--- src/rtl/data_mem_dump_arbiter.sv ---
// Shares the single-port data_memory between the CPU (absolute priority) and a dump
// engine that streams words 0..DUMP_LEN-1 over valid/ready using only idle memory cycles.
module data_mem_dump_arbiter #(
  parameter int RAM_WIDTH     = 16,
  parameter int RAM_ADDR_BITS = 11,
  parameter int DUMP_LEN      = 2**RAM_ADDR_BITS
) (
  input  logic                     clk,
  input  logic                     reset,
  input  logic                     cpu_req,
  input  logic                     cpu_write,
  input  logic [RAM_ADDR_BITS-1:0] cpu_addr,
  input  logic [RAM_WIDTH-1:0]     cpu_wdata,
  output logic [RAM_WIDTH-1:0]     cpu_rdata,
  input  logic                     dump_start,
  output logic                     dump_busy,
  output logic                     dump_done,
  output logic                     dump_valid,
  input  logic                     dump_ready,
  output logic [RAM_WIDTH-1:0]     dump_data,
  output logic                     mem_write,
  output logic [RAM_ADDR_BITS-1:0] mem_addr,
  output logic [RAM_WIDTH-1:0]     mem_wdata,
  input  logic [RAM_WIDTH-1:0]     mem_rdata
);

  localparam logic [1:0] S_IDLE = 2'd0;
  localparam logic [1:0] S_READ = 2'd1;
  localparam logic [1:0] S_SEND = 2'd2;
  localparam logic [1:0] S_DONE = 2'd3;

  // Full-width compare so DUMP_LEN = 2**RAM_ADDR_BITS stops at all-ones without wrapping.
  localparam logic [RAM_ADDR_BITS-1:0] LAST_ADDR = RAM_ADDR_BITS'(DUMP_LEN - 1);
  localparam logic [RAM_ADDR_BITS-1:0] ADDR_ONE  = RAM_ADDR_BITS'(1);

  logic [1:0]               state_q, state_d;
  logic [RAM_ADDR_BITS-1:0] addr_q, addr_d;
  logic                     valid_q, valid_d;
  logic [RAM_WIDTH-1:0]     data_q, data_d;
  logic                     done_q, done_d;

  always_comb begin
    mem_wdata = cpu_wdata;
    if (cpu_req) begin
      mem_addr  = cpu_addr;
      mem_write = cpu_write;
    end else begin
      mem_addr  = addr_q;
      mem_write = 1'b0;
    end
  end

  assign cpu_rdata  = mem_rdata;
  assign dump_valid = valid_q;
  assign dump_data  = data_q;
  assign dump_done  = done_q;
  assign dump_busy  = (state_q != S_IDLE);

  always_comb begin
    state_d = state_q;
    addr_d  = addr_q;
    valid_d = valid_q;
    data_d  = data_q;
    done_d  = 1'b0;
    case (state_q)
      S_IDLE: begin
        if (dump_start) begin
          addr_d  = '0;
          state_d = S_READ;
        end
      end
      S_READ: begin
        // The read of addr_q is issued only in a cycle the CPU leaves the memory idle.
        if (!cpu_req) begin
          data_d  = mem_rdata;
          valid_d = 1'b1;
          state_d = S_SEND;
        end
      end
      S_SEND: begin
        if (dump_ready) begin
          valid_d = 1'b0;
          if (addr_q == LAST_ADDR) begin
            done_d  = 1'b1;
            state_d = S_DONE;
          end else begin
            addr_d  = addr_q + ADDR_ONE;
            state_d = S_READ;
          end
        end
      end
      S_DONE: begin
        state_d = S_IDLE;
      end
      default: begin
        state_d = S_IDLE;
      end
    endcase
  end

  always_ff @(posedge clk) begin
    if (reset) begin
      state_q <= S_IDLE;
      addr_q  <= '0;
      valid_q <= 1'b0;
      data_q  <= '0;
      done_q  <= 1'b0;
    end else begin
      state_q <= state_d;
      addr_q  <= addr_d;
      valid_q <= valid_d;
      data_q  <= data_d;
      done_q  <= done_d;
    end
  end

endmodule

--- config.mk ---
export PLATFORM = sky130hd
export DESIGN_NAME = data_mem_dump_arbiter
export DESIGN_NICKNAME = d
export VERILOG_FILES = /design/src/rtl/data_mem_dump_arbiter.sv
export SDC_FILE = /design/constraint.sdc
export NUM_CORES = 1
export LEC_CHECK = 0
export BUFFER_PORTS_ARGS = -buffer_cell sky130_fd_sc_hd__buf_2
export CAP_MARGIN = 25
export CORE_ASPECT_RATIO = 1.75
export CORE_MARGIN = 3
export CORE_UTILIZATION = 42
export CTS_BUF_LIST = sky130_fd_sc_hd__clkbuf_4 sky130_fd_sc_hd__clkbuf_8 sky130_fd_sc_hd__clkbuf_16
export CTS_CLUSTER_SIZE = 10
export DETAILED_ROUTE_END_ITERATION = 12
export HOLD_SLACK_MARGIN = 0.06
export PLACE_DENSITY_LB_ADDON = 0.1
export SLEW_MARGIN = 5
export SYNTH_ARGS = -nofsm -noshare
export SYNTH_HDL_FRONTEND = slang
export SYNTH_SLANG_ARGS = --single-unit
--- constraint.sdc ---
create_clock -name clk -period 2.1 [get_ports clk]
set_clock_uncertainty 0.05 [all_clocks]
set_input_delay 0.42 -clock clk [delete_from_list [all_inputs] [get_ports clk]]
set_output_delay 0.42 -clock clk [all_outputs]
set_load 0.05 [all_outputs]
# Word-level counts from Yosys, hierarchy flattened
# Index checks and enable logic that the tools add are counted.
[classes] n_addsub=1 eq_ne=8 mux=15 bitwise=3 reduce_logical=9
[ops] cell="11-bit two-way mux" count=4
[ops] cell="11-bit one-hot mux with 2 select lines" count=1
[ops] cell="11-bit by 1-bit adder with 11-bit output (second input constant)" count=1
[ops] cell="11-bit equality test (second input constant)" count=1
[ops] cell="2-bit two-way mux" count=4
[ops] cell="2-bit != test (second input constant)" count=4
[ops] cell="2-bit one-hot mux with 4 select lines" count=1
[ops] cell="3-bit AND reduction" count=2
[ops] cell="2-bit nonzero test" count=3
[ops] cell="2-bit equality test (second input constant)" count=2
[ops] cell="1-bit two-way mux" count=4
[ops] cell="4-bit AND reduction" count=1
[ops] cell="1-bit inverter" count=3
[ops] cell="3-bit OR reduction" count=1
[ops] cell="2-bit by 1-bit equality test with 1-bit output (second input constant)" count=1
[ops] cell="2-bit zero test" count=1
[ops] cell="1-bit one-hot mux with 2 select lines" count=1
[ops] cell="2-bit AND reduction" count=1
[totals] ff_bits=31

# Longest topological paths before layout
# Gate-level depths: netlist (run 1).
[logic_depth] depth_word=4 depth_mapped=6 depth_no_buf=5

# Worst setup path after synthesis (run 1)
# No wires, ideal clock.
[synth_path] path_type="in2out" from="input cpu_req" to="output mem_addr[5]" arrival_time_ns=1.897 t_required_ns=1.630 path_slack_ns=-0.267 cell_stages=3 n_path_buf=2 cell_sequence="buf_2 > buf_1 > o21ai_0"
[synth_between] elab_chain_cells=1
[synth_rtl] element="from (decl)" line_no="10" rtl="input logic cpu_req,"
[synth_rtl] element="11-bit two-way mux" line_no="44" rtl="if (cpu_req) begin"
[synth_rtl] element="to (decl)" line_no="22" rtl="output logic [RAM_ADDR_BITS-1:0] mem_addr,"
# Every way passes these cells.

# Worst setup path after layout (run 1)
[layout_path] from="register addr_q[1]" to="register addr_q[3]"
[layout_between] elab_chain_cells=4
[layout_rtl] element="from (decl)" line_no="37" rtl="logic [RAM_ADDR_BITS-1:0] addr_q, addr_d;"
[layout_rtl] element="from (signal assigned)" line_no="110" rtl="addr_q <= addr_d;"
[layout_rtl] element="11-bit by 1-bit adder with 11-bit output" line_no="87" rtl="addr_d = addr_q + ADDR_ONE;"
[layout_rtl] element="11-bit two-way mux" line_no="83" rtl="if (addr_q == LAST_ADDR) begin"
[layout_rtl] element="11-bit two-way mux" line_no="81" rtl="if (dump_ready) begin"
[layout_rtl] element="11-bit one-hot mux with 2 select lines" line_no="65" rtl="case (state_q)"
# Several ways; a longest one is shown, not always the timed one. The select of a mux whose other input is x is not followed.
# A chain may end at the register's enable or synchronous reset.

==> results of run 1 <==
-- sequential cells by signal, indices dropped and copies added, names as in the netlist --
name        count
dump_data      16
addr_q         11
state_q         2
dump_done       1
dump_valid      1
-- cells by family after synthesis --
logic type | synth area share [%]
DFF | 35.6
buffers and inverters | 17.3
muxes | 7.03
adders and majority gates | 0.717
and+or+nand+nor | 23.7
AOI/OAI and AO/OA | 15.7
-- path summary, 6_finish.rpt --
path / from / end / slack, ps / depth (start not counted)
min reg2reg: dump_data[1] / dump_data[1] / 400 / 2
max reg2reg: addr_q[1] / addr_q[3] / 300 / 6
max: addr_q[1] / addr_q[3] / 300 / 6
min: dump_start / addr_q[10] / 290 / 2
-- cell usage after synthesis (2+ instances only) --
library cell	instances
mux2_2	10
nand3b_1	3
nand2b_1	2
and2_1	2
clkbuf_1	4
a31oi_1	4
nand4_1	2
and4_2	2
a21oi_1	27
nand3_1	3
buf_2	7
dfxtp_1	31
inv_1	2
a311oi_1	2
nor3_1	7
nand2_1	37
nor2_1	6
a41oi_1	2
o31ai_1	2
buf_4	32
o21ai_0	6
-- per-layer routing --
layer  vias to the layer above  track usage [%]  share of wire (%)
li1                        802                -                  -
met5                         -                0                  0
met4                         0             6.65                1.9
met1                       718             19.4                 39
met2                        70             29.2                 51
met3                        10             7.06                8.0
-- through the flow --
step	power (W)	area (µm²)	utilization (%)	setup slack, ps	hold slack, ps
6_report	0.00144	2030	51.6	300	293
5_1_grt	0.00151	2030	51.6	127	290
4_1_cts	0.00147	2030	51.6	295	288
3_5_place_dp	0.000949	1930	48.9	308	393
3_3_place_gp	0.000948	1930	48.9	305	390
2_1_floorplan	0.000966	1740	-	114	442
-- power by group --
part	internal (W)	leakage (nW)	switching, W
registers	0.000604	0.251	0.0000104
logic	0.0000828	0.597	0.000235
clock network	0.000311	0.0549	0.000200
total	0.000999	0.903	0.000446
-- final cells by class --
type / instances / area [µm²]
fill: 426 / 1910
multi-input combinational: 136 / 822
sequential: 31 / 621
timing repair buffer: 82 / 418
clock buffer: 8 / 104
tap: 48 / 60.1
inverter: 2 / 7.51
-- worst reg2reg max path: stages (launching register included) --
cell and delay (ps):
dfxtp_1 420, ha_1 270, nand4_2 180, nor4_4 300, buf_4 200, nor2_2 50
a311oi_1 230
==> impl_metrics.py, run 1 <==
metrics = {
    "layout": {
        "area_growth_syn_to_layout_pct": 16.5,
        "layout.nets": 308,
        "final_common_cell": "buf_2",
        "num_antenna_cells": 0,
        "instances_no_fill": 307,
        "drive_gt1_share_pct": 42.5,
        "final_cell_mix": "79 x buf_2, 37 x nand2_1, 31 x dfxtp_1",
    },
    "logic_synthesis": {
        "netlist_instances": 213,
        "synth_cell_types": 41,
        "synthTopCellsByArea": "dfxtp_1 36%, buf_4 14%, nand2_1 8.0%",
        "syn_avg_cell_area_um2": 8.19,
        "synthArstFlopShare_pct": 0,
        "ys.flop_type": "dfxtp_1",
        "yosysTopAreaCell": "dfxtp_1",
        "yosysWarnings": 0,
        "syn_area_um2": 1740,
        "synth_edf_count": 0,
        "syn_nets": 263,
        "synth-seq-cells": 31,
        "synth.top_cell.area_share_pct": 35.6,
        "ys_seq_area_share_pct": 35.6,
    },
    "cts": {
        "cts_made_buffers": 5,
        "cts_tree": "built",
        "clk_path_buf_depth": 2,
        "clkSinkCount": 31,
        "post_cts_buffers": 0,
        "clkTransAtPathRegs_ps": 60,
        "cts_root_buf": "clkbuf_8",
        "clock_latency_ps": 270,
        "htree_levels": 2,
        "cts_resized": 0,
        "ctsHoldBuffers": 0,
    },
    "floorplanning": {
        "core-area_um2": 3940,
        "io_pins": 112,
        "dieArea_um2": 4990,
        "start_util_pct": 44.3,
        "die_x_um": 54.7,
        "die_h_um": 91.3,
        "num_rows": 30,
    },
    "setup_path": {
        "critical_path.endpoint_type": "flip-flop",
        "worstSetupStartpointType": "flip-flop",
        "arrival_ps": 1940,
        "crit_buf_inv": 1,
        "cp.required_ps": 2240,
        "critPathTopFamily": "simple AND/OR/NAND/NOR gates",
        "cp_slowest_cell": "dfxtp_1",
        "max_stage_delay_ps": 420,
        "crit_chain": "ha_1 -> nand4_2 -> nor4_4 -> buf_4 -> nor2_2 -> a311oi_1",
        "worstPathMaxFanout": 9,
        "criticalPathCategory": "flip-flop to flip-flop",
    },
    "sta": {
        "fin_crit_ps": 1800,
        "setup_viol": 0,
        "slew_violations": 0,
        "fin_crit_sh_pct": 85.7,
        "setup_tns_ps": 0,
        "worstMarginPinSlew_ps": 553,
        "timing.fmax_mhz": 555,
        "relSlewSlack_pct": 63.2,
        "finalHoldViolCount": 0,
        "rsz0062_at_grt": "no",
    },
    "grt": {
        "grt_pass1_vias": 1430,
        "antenna_found_initial": 0,
        "grt_max_degree": 32,
        "grt_util_all_layers_pct": 17.8,
        "grt_first_pass_wirelength_um": 6670,
        "grt.overflow.total": 0,
    },
    "pwr": {
        "ir_drop_mv": 0.507,
        "power_density_nw_per_um2": 711,
        "leakagePower_nw": 0.903,
    },
    "routing": {
        "drt_drc_violations_left": 0,
        "vias": 1600,
        "first_pass_iters": 4,
        "viasPerCell": 5.21,
        "antenna_left": 0,
        "wirelength_um": 4240,
        "drt-initial-drc-count": 15,
        "wire_per_inst_um": 13.8,
    },
    "placement": {
        "io_buffers": 79,
        "gp_congestion": 0.829,
        "hpwl_um": 3170,
        "dp_cells": 299,
    },
    "flow_run": {
        "cap_violations": 0,
    },
    "outcome": {
        "run_status": "finished, final reports clean",
    },
    "hold_path": {
        "worstHoldPathType": "input pin to flip-flop",
    },
}
(Power assumes the default switching activity.)
==> inputs of run 2 (changes only) <==
--- a/config.mk
+++ b/config.mk
@@ -9,12 +9,13 @@
 export CAP_MARGIN = 25
 export CORE_ASPECT_RATIO = 1.75
 export CORE_MARGIN = 3
-export CORE_UTILIZATION = 42
-export CTS_BUF_LIST = sky130_fd_sc_hd__clkbuf_4 sky130_fd_sc_hd__clkbuf_8 sky130_fd_sc_hd__clkbuf_16
+export CORE_UTILIZATION = 44
+export CTS_BUF_LIST = sky130_fd_sc_hd__clkbuf_8
 export CTS_CLUSTER_SIZE = 10
 export DETAILED_ROUTE_END_ITERATION = 12
 export HOLD_SLACK_MARGIN = 0.06
 export PLACE_DENSITY_LB_ADDON = 0.1
+export RECOVER_POWER = 50
 export SLEW_MARGIN = 5
 export SYNTH_ARGS = -nofsm -noshare
 export SYNTH_HDL_FRONTEND = slang
==> run 2 against run 1 <==
Compared with the run above:
- clock power down 3%
- largest power group unchanged
- non-clock buffer count up 3
- global-route usage is 0.21 points higher
- largest cell class unchanged
==> impl_metrics.py, run 2 (synthesis gave the netlist of run 1 again) <==
metrics = {
    "hold_path": {
        "worstHoldPathType": "input pin to flip-flop",
        "hold_start": "dump_start",
    },
    "setup_path": {
        "cp.required_ps": 2230,
        "cp_slowest_cell": "or2_0",
        "rr_startpoint": "state_q[1]",
        "critical_path.endpoint_type": "flip-flop",
        "worstPathMaxFanout": 10,
        "cp-startpoint": "state_q[1]",
        "crit_chain": "mux2i_1 -> or2_0 -> nor2_2 -> a311oi_1",
        "max_stage_delay_ps": 510,
        "arrival_ps": 1920,
        "worstSetupStartpointType": "flip-flop",
        "criticalPathCategory": "flip-flop to flip-flop",
    },
    "sta": {
        "finalHoldViolCount": 0,
        "setup_tns_ps": 0,
        "fin_crit_sh_pct": 85.0,
        "relSlewSlack_pct": 51.1,
        "slew_violations": 0,
        "timing.fmax_mhz": 560,
        "whs_ps": 301,
        "fin_crit_ps": 1790,
        "rsz0062_at_grt": "no",
        "worstMarginPinSlew_ps": 734,
        "setup_viol": 0,
    },
    "cts": {
        "clock_latency_ps": 280,
        "cts_resized": 0,
        "htree_levels": 2,
        "cts_root_buf": "clkbuf_8",
        "clk_path_buf_depth": 2,
        "cts_tree": "built",
        "post_cts_buffers": 0,
        "cts_made_buffers": 5,
        "ctsHoldBuffers": 0,
        "clkSinkCount": 31,
        "clkTransAtPathRegs_ps": 60,
    },
    "layout": {
        "area_growth_syn_to_layout_pct": 15.1,
        "num_antenna_cells": 0,
        "layout.nets": 311,
        "drive_gt1_share_pct": 30.9,
        "final_common_cell": "buf_2",
        "largest_reg_flops": 16,
        "final_cell_mix": "50 x buf_2, 37 x nand2_1, 31 x dfxtp_1",
    },
    "pwr": {
        "power_density_nw_per_um2": 707,
        "ir_drop_mv": 0.433,
        "leakagePower_nw": 0.815,
    },
    "placement": {
        "hpwl_um": 3150,
        "io_buffers": 79,
        "gp_congestion": 0.914,
    },
    "grt": {
        "grt_first_pass_wirelength_um": 6330,
        "antenna_found_initial": 0,
        "grt.overflow.total": 0,
        "grt_max_degree": 32,
        "grt_pass1_vias": 1449,
        "grt_util_all_layers_pct": 18.0,
    },
    "routing": {
        "first_pass_iters": 4,
        "wire_per_inst_um": 13.5,
        "top_layer_used": "met4",
        "dr_wl_met2_um": 2140,
        "drt_drc_violations_left": 0,
        "wl_met3_um": 363,
        "viasPerCell": 5.34,
        "antenna_left": 0,
        "vias": 1646,
        "drt-initial-drc-count": 30,
        "wl_met1_um": 1560,
        "wirelength_um": 4150,
    },
    "floorplanning": {
        "die_x_um": 53.6,
        "core-area_um2": 3700,
        "num_rows": 29,
        "die_h_um": 89.3,
        "io_pins": 112,
        "start_util_pct": 47.1,
        "dieArea_um2": 4790,
    },
    "outcome": {
        "run_status": "finished, final reports clean",
    },
    "flow_run": {
        "cap_violations": 0,
    },
}
[run 2: cell types whose count changed in the layout (fill, tap and decap cells not counted)]
cell,previous run,this run
buf_4,3,5
or2_0,0,1
inv_1,2,3
clkbuf_1,0,30
clkbuf_4,1,0
buf_2,79,50
or2_2,1,0
[run 2: cell type report]
type                       count  area, µm²
fill                         391       1690
multi-input combinational    136        822
sequential                    31        621
timing repair buffer          85        400
clock buffer                   7       96.3
tap                           46       57.6
inverter                       2       7.51
clock inverter                 1       3.75
[run 2: worst max-delay path: cells and delay by family, from the launching register on]
kind / cells / cell delay [ps]
muxes: 1 / 250
AOI/OAI and AO/OA: 1 / 290
and+or+nand+nor: 2 / 630
DFF: 1 / 470
[run 2: worst paths after layout]
kind / to / slack (ps) / cells past startpoint
max: addr_q[7] / 310 / 4
min: addr_q[10] / 300 / 2
max reg2reg: addr_q[7] / 310 / 4
min reg2reg: dump_data[4] / 400 / 2
[run 2: routing by layer]
layer / global-route usage (%) / vias up
met5: 0 / -
met4: 8.37 / 0
met3: 6.34 / 8
met2: 33.0 / 75
met1: 17.1 / 753
li1: - / 810
[run 2: power by group]
group          switching (W)  internal (W)
sequential         0.0000106      0.000604
clock               0.000201      0.000294
combinational       0.000236     0.0000742
[run 2: stage by stage]
stage / total power [W] / area, µm² / instances / utilization [%] / worst slack, ps
global route: 0.00149 / 2010 / 308 / 54.3 / 145
floorplan: 0.000966 / 1740 / 213 / - / 114
global placement: 0.000948 / 1950 / 300 / 52.6 / 318
detailed placement: 0.000949 / 1950 / 300 / 52.6 / 312
CTS: 0.00145 / 2050 / 308 / 55.3 / 310
finish: 0.00142 / 2010 / 308 / 54.3 / 315
==> inputs of run 3 (changes only) <==
--- a/config.mk
+++ b/config.mk
@@ -7,7 +7,7 @@
 export LEC_CHECK = 0
 export BUFFER_PORTS_ARGS = -buffer_cell sky130_fd_sc_hd__buf_2
 export CAP_MARGIN = 25
-export CORE_ASPECT_RATIO = 1.75
+export CORE_ASPECT_RATIO = 1.2
 export CORE_MARGIN = 3
 export CORE_UTILIZATION = 44
 export CTS_BUF_LIST = sky130_fd_sc_hd__clkbuf_8
@@ -16,6 +16,7 @@
 export HOLD_SLACK_MARGIN = 0.06
 export PLACE_DENSITY_LB_ADDON = 0.1
 export RECOVER_POWER = 50
+export SKIP_CTS_REPAIR_TIMING = 1
 export SLEW_MARGIN = 5
 export SYNTH_ARGS = -nofsm -noshare
 export SYNTH_HDL_FRONTEND = slang
==> run 3 against run 2 <==
Compared with the run above:
- global-route usage increased by 0.30 points
- sequential cell count unchanged
- critical path depth increased by 1
- worst setup slack got worse by 15 ps
- critical path type unchanged
- critical endpoint is now addr_q[4]
==> impl_metrics.py, run 3 (synthesis gave the netlist of run 1 again) <==
metrics = {
    "grt": {
        "grt_max_degree": 32,
        "grt_pass1_vias": 1510,
        "antenna_found_initial": 0,
        "grt_use_met1_pct": 19.2,
        "use_met3_pct": 7.01,
        "top_usage_layer": "met2",
        "grt_util_all_layers_pct": 18.3,
        "grt_util_met2_pct": 33.5,
        "grt_first_pass_wirelength_um": 6910,
        "grt.overflow.total": 0,
    },
    "sta": {
        "relSlewSlack_pct": 58.7,
        "fin_crit_ps": 1800,
        "setup_viol": 0,
        "worstMarginPinSlew_ps": 622,
        "finalHoldViolCount": 0,
        "slew_violations": 0,
        "setup_tns_ps": 0,
        "rsz0062_at_grt": "no",
        "timing.fmax_mhz": 556,
        "fin_crit_sh_pct": 85.7,
    },
    "pwr": {
        "power.total_w": 0.00139,
        "ir_drop_mv": 0.434,
        "leakagePower_nw": 0.803,
        "power_density_nw_per_um2": 693,
    },
    "routing": {
        "antenna_left": 0,
        "vias": 1633,
        "first_pass_iters": 4,
        "wirelength_um": 4310,
        "drt_drc_violations_left": 0,
        "wire_per_inst_um": 13.7,
        "viasPerCell": 5.20,
        "drt-initial-drc-count": 61,
    },
    "setup_path": {
        "worstPathMaxFanout": 10,
        "crit_buf_inv": 1,
        "cp.required_ps": 2250,
        "arrival_ps": 1950,
        "critPathTopFamily": "simple AND/OR/NAND/NOR gates",
        "crit_chain": "nand4_1 -> nor4_4 -> buf_4 -> nor3_1 -> nor3_1",
        "critical_path.endpoint_type": "flip-flop",
        "worstSetupStartpointType": "flip-flop",
        "criticalPathCategory": "flip-flop to flip-flop",
        "crit_top_cell": "nor3_1",
        "max_stage_delay_ps": 530,
        "cp_slowest_cell": "nor4_4",
    },
    "floorplanning": {
        "die_x_um": 63.5,
        "start_util_pct": 46.8,
        "die_h_um": 75.0,
        "core-area_um2": 3720,
        "dieArea_um2": 4760,
        "io_pins": 112,
        "num_rows": 24,
    },
    "cts": {
        "clkTransAtPathRegs_ps": 60,
        "clkSinkCount": 31,
        "htree_levels": 2,
        "cts_root_buf": "clkbuf_8",
        "cts_made_buffers": 5,
        "clock_latency_ps": 280,
        "clk_path_buf_depth": 2,
        "cts_tree": "built",
    },
    "layout": {
        "layout.nets": 312,
        "area_growth_syn_to_layout_pct": 15.1,
        "num_antenna_cells": 0,
        "instances_no_fill": 314,
        "fill_cells": 429,
        "regArea_um2": 621,
        "multi_input_area_um2": 816,
        "largest_reg_flops": 16,
        "final_common_cell": "buf_2",
        "final_cell_mix": "49 x buf_2, 37 x nand2_1, 31 x dfxtp_1",
        "drive_gt1_share_pct": 31.3,
    },
    "flow_run": {
        "cap_violations": 0,
    },
    "placement": {
        "dp_cells": 307,
        "io_buffers": 79,
        "gp_congestion": 0.849,
        "hpwl_um": 3210,
    },
    "hold_path": {
        "worstHoldPathType": "input pin to flip-flop",
    },
    "outcome": {
        "run_status": "finished, final reports clean",
    },
}
run 3: changes by cell type in the layout (fill, tap and decap cells not counted), sizes merged:
cell	before	now
inv	3	2
clkbuf	37	36
buf	55	56
clkinv	0	1
run 3: report_power, final:
| part | total [W] | internal, W | switching, W | leakage, nW |
|---|---|---|---|---|
| Combinational | 0.000313 | 0.0000766 | 0.000236 | 0.505 |
| Sequential | 0.000615 | 0.000604 | 0.0000106 | 0.251 |
| Clock | 0.000463 | 0.000256 | 0.000207 | 0.0470 |
| Total | 0.00139 | 0.000937 | 0.000454 | 0.803 |
run 3: worst paths after layout:
path                startpoint            to  slack, ps  cells past startpoint
hold reg to reg   dump_data[7]  dump_data[7]        400                      2
setup reg to reg     addr_q[4]     addr_q[4]        300                      5
setup / recovery     addr_q[4]     addr_q[4]        300                      5
hold / removal      dump_start    addr_q[10]        290                      2
run 3: stage by stage:
step | setup slack, ps | hold WS, ps | util [%] | cell area (µm²)
final | 300 | 286 | 53.9 | 2010
after global routing | 129 | 310 | 53.9 | 2010
after CTS | 308 | 280 | 55.1 | 2050
after detailed placement | 311 | 394 | 52.7 | 1960
after global placement | 315 | 391 | 52.7 | 1960
after floorplan | 114 | 442 | - | 1740
run 3: routing by layer:
| layer | routed length [µm] | share of wire [%] |
|---|---|---|
| met2 | 2140 | 50 |
| met1 | 1720 | 40 |
| met4 | 46 | 1.1 |
| met3 | 403 | 9.3 |
| met5 | 0 | 0 |
run 3: cell type report:
class                      instances  area share [%]
clock buffer                       6            4.11
inverter                           2           0.374
clock inverter                     1           0.249
tap                               52            3.24
multi-input combinational        136            40.6
sequential                        31            30.9
timing repair buffer              86            20.4
run 3: worst register-to-register path, delay by kind of cell, from the launching register on:
| family | cells | cell delay [ps] |
|---|---|---|
| buffers and inverters | 1 | 210 |
| and+or+nand+nor | 4 | 980 |
| DFF | 1 | 490 |
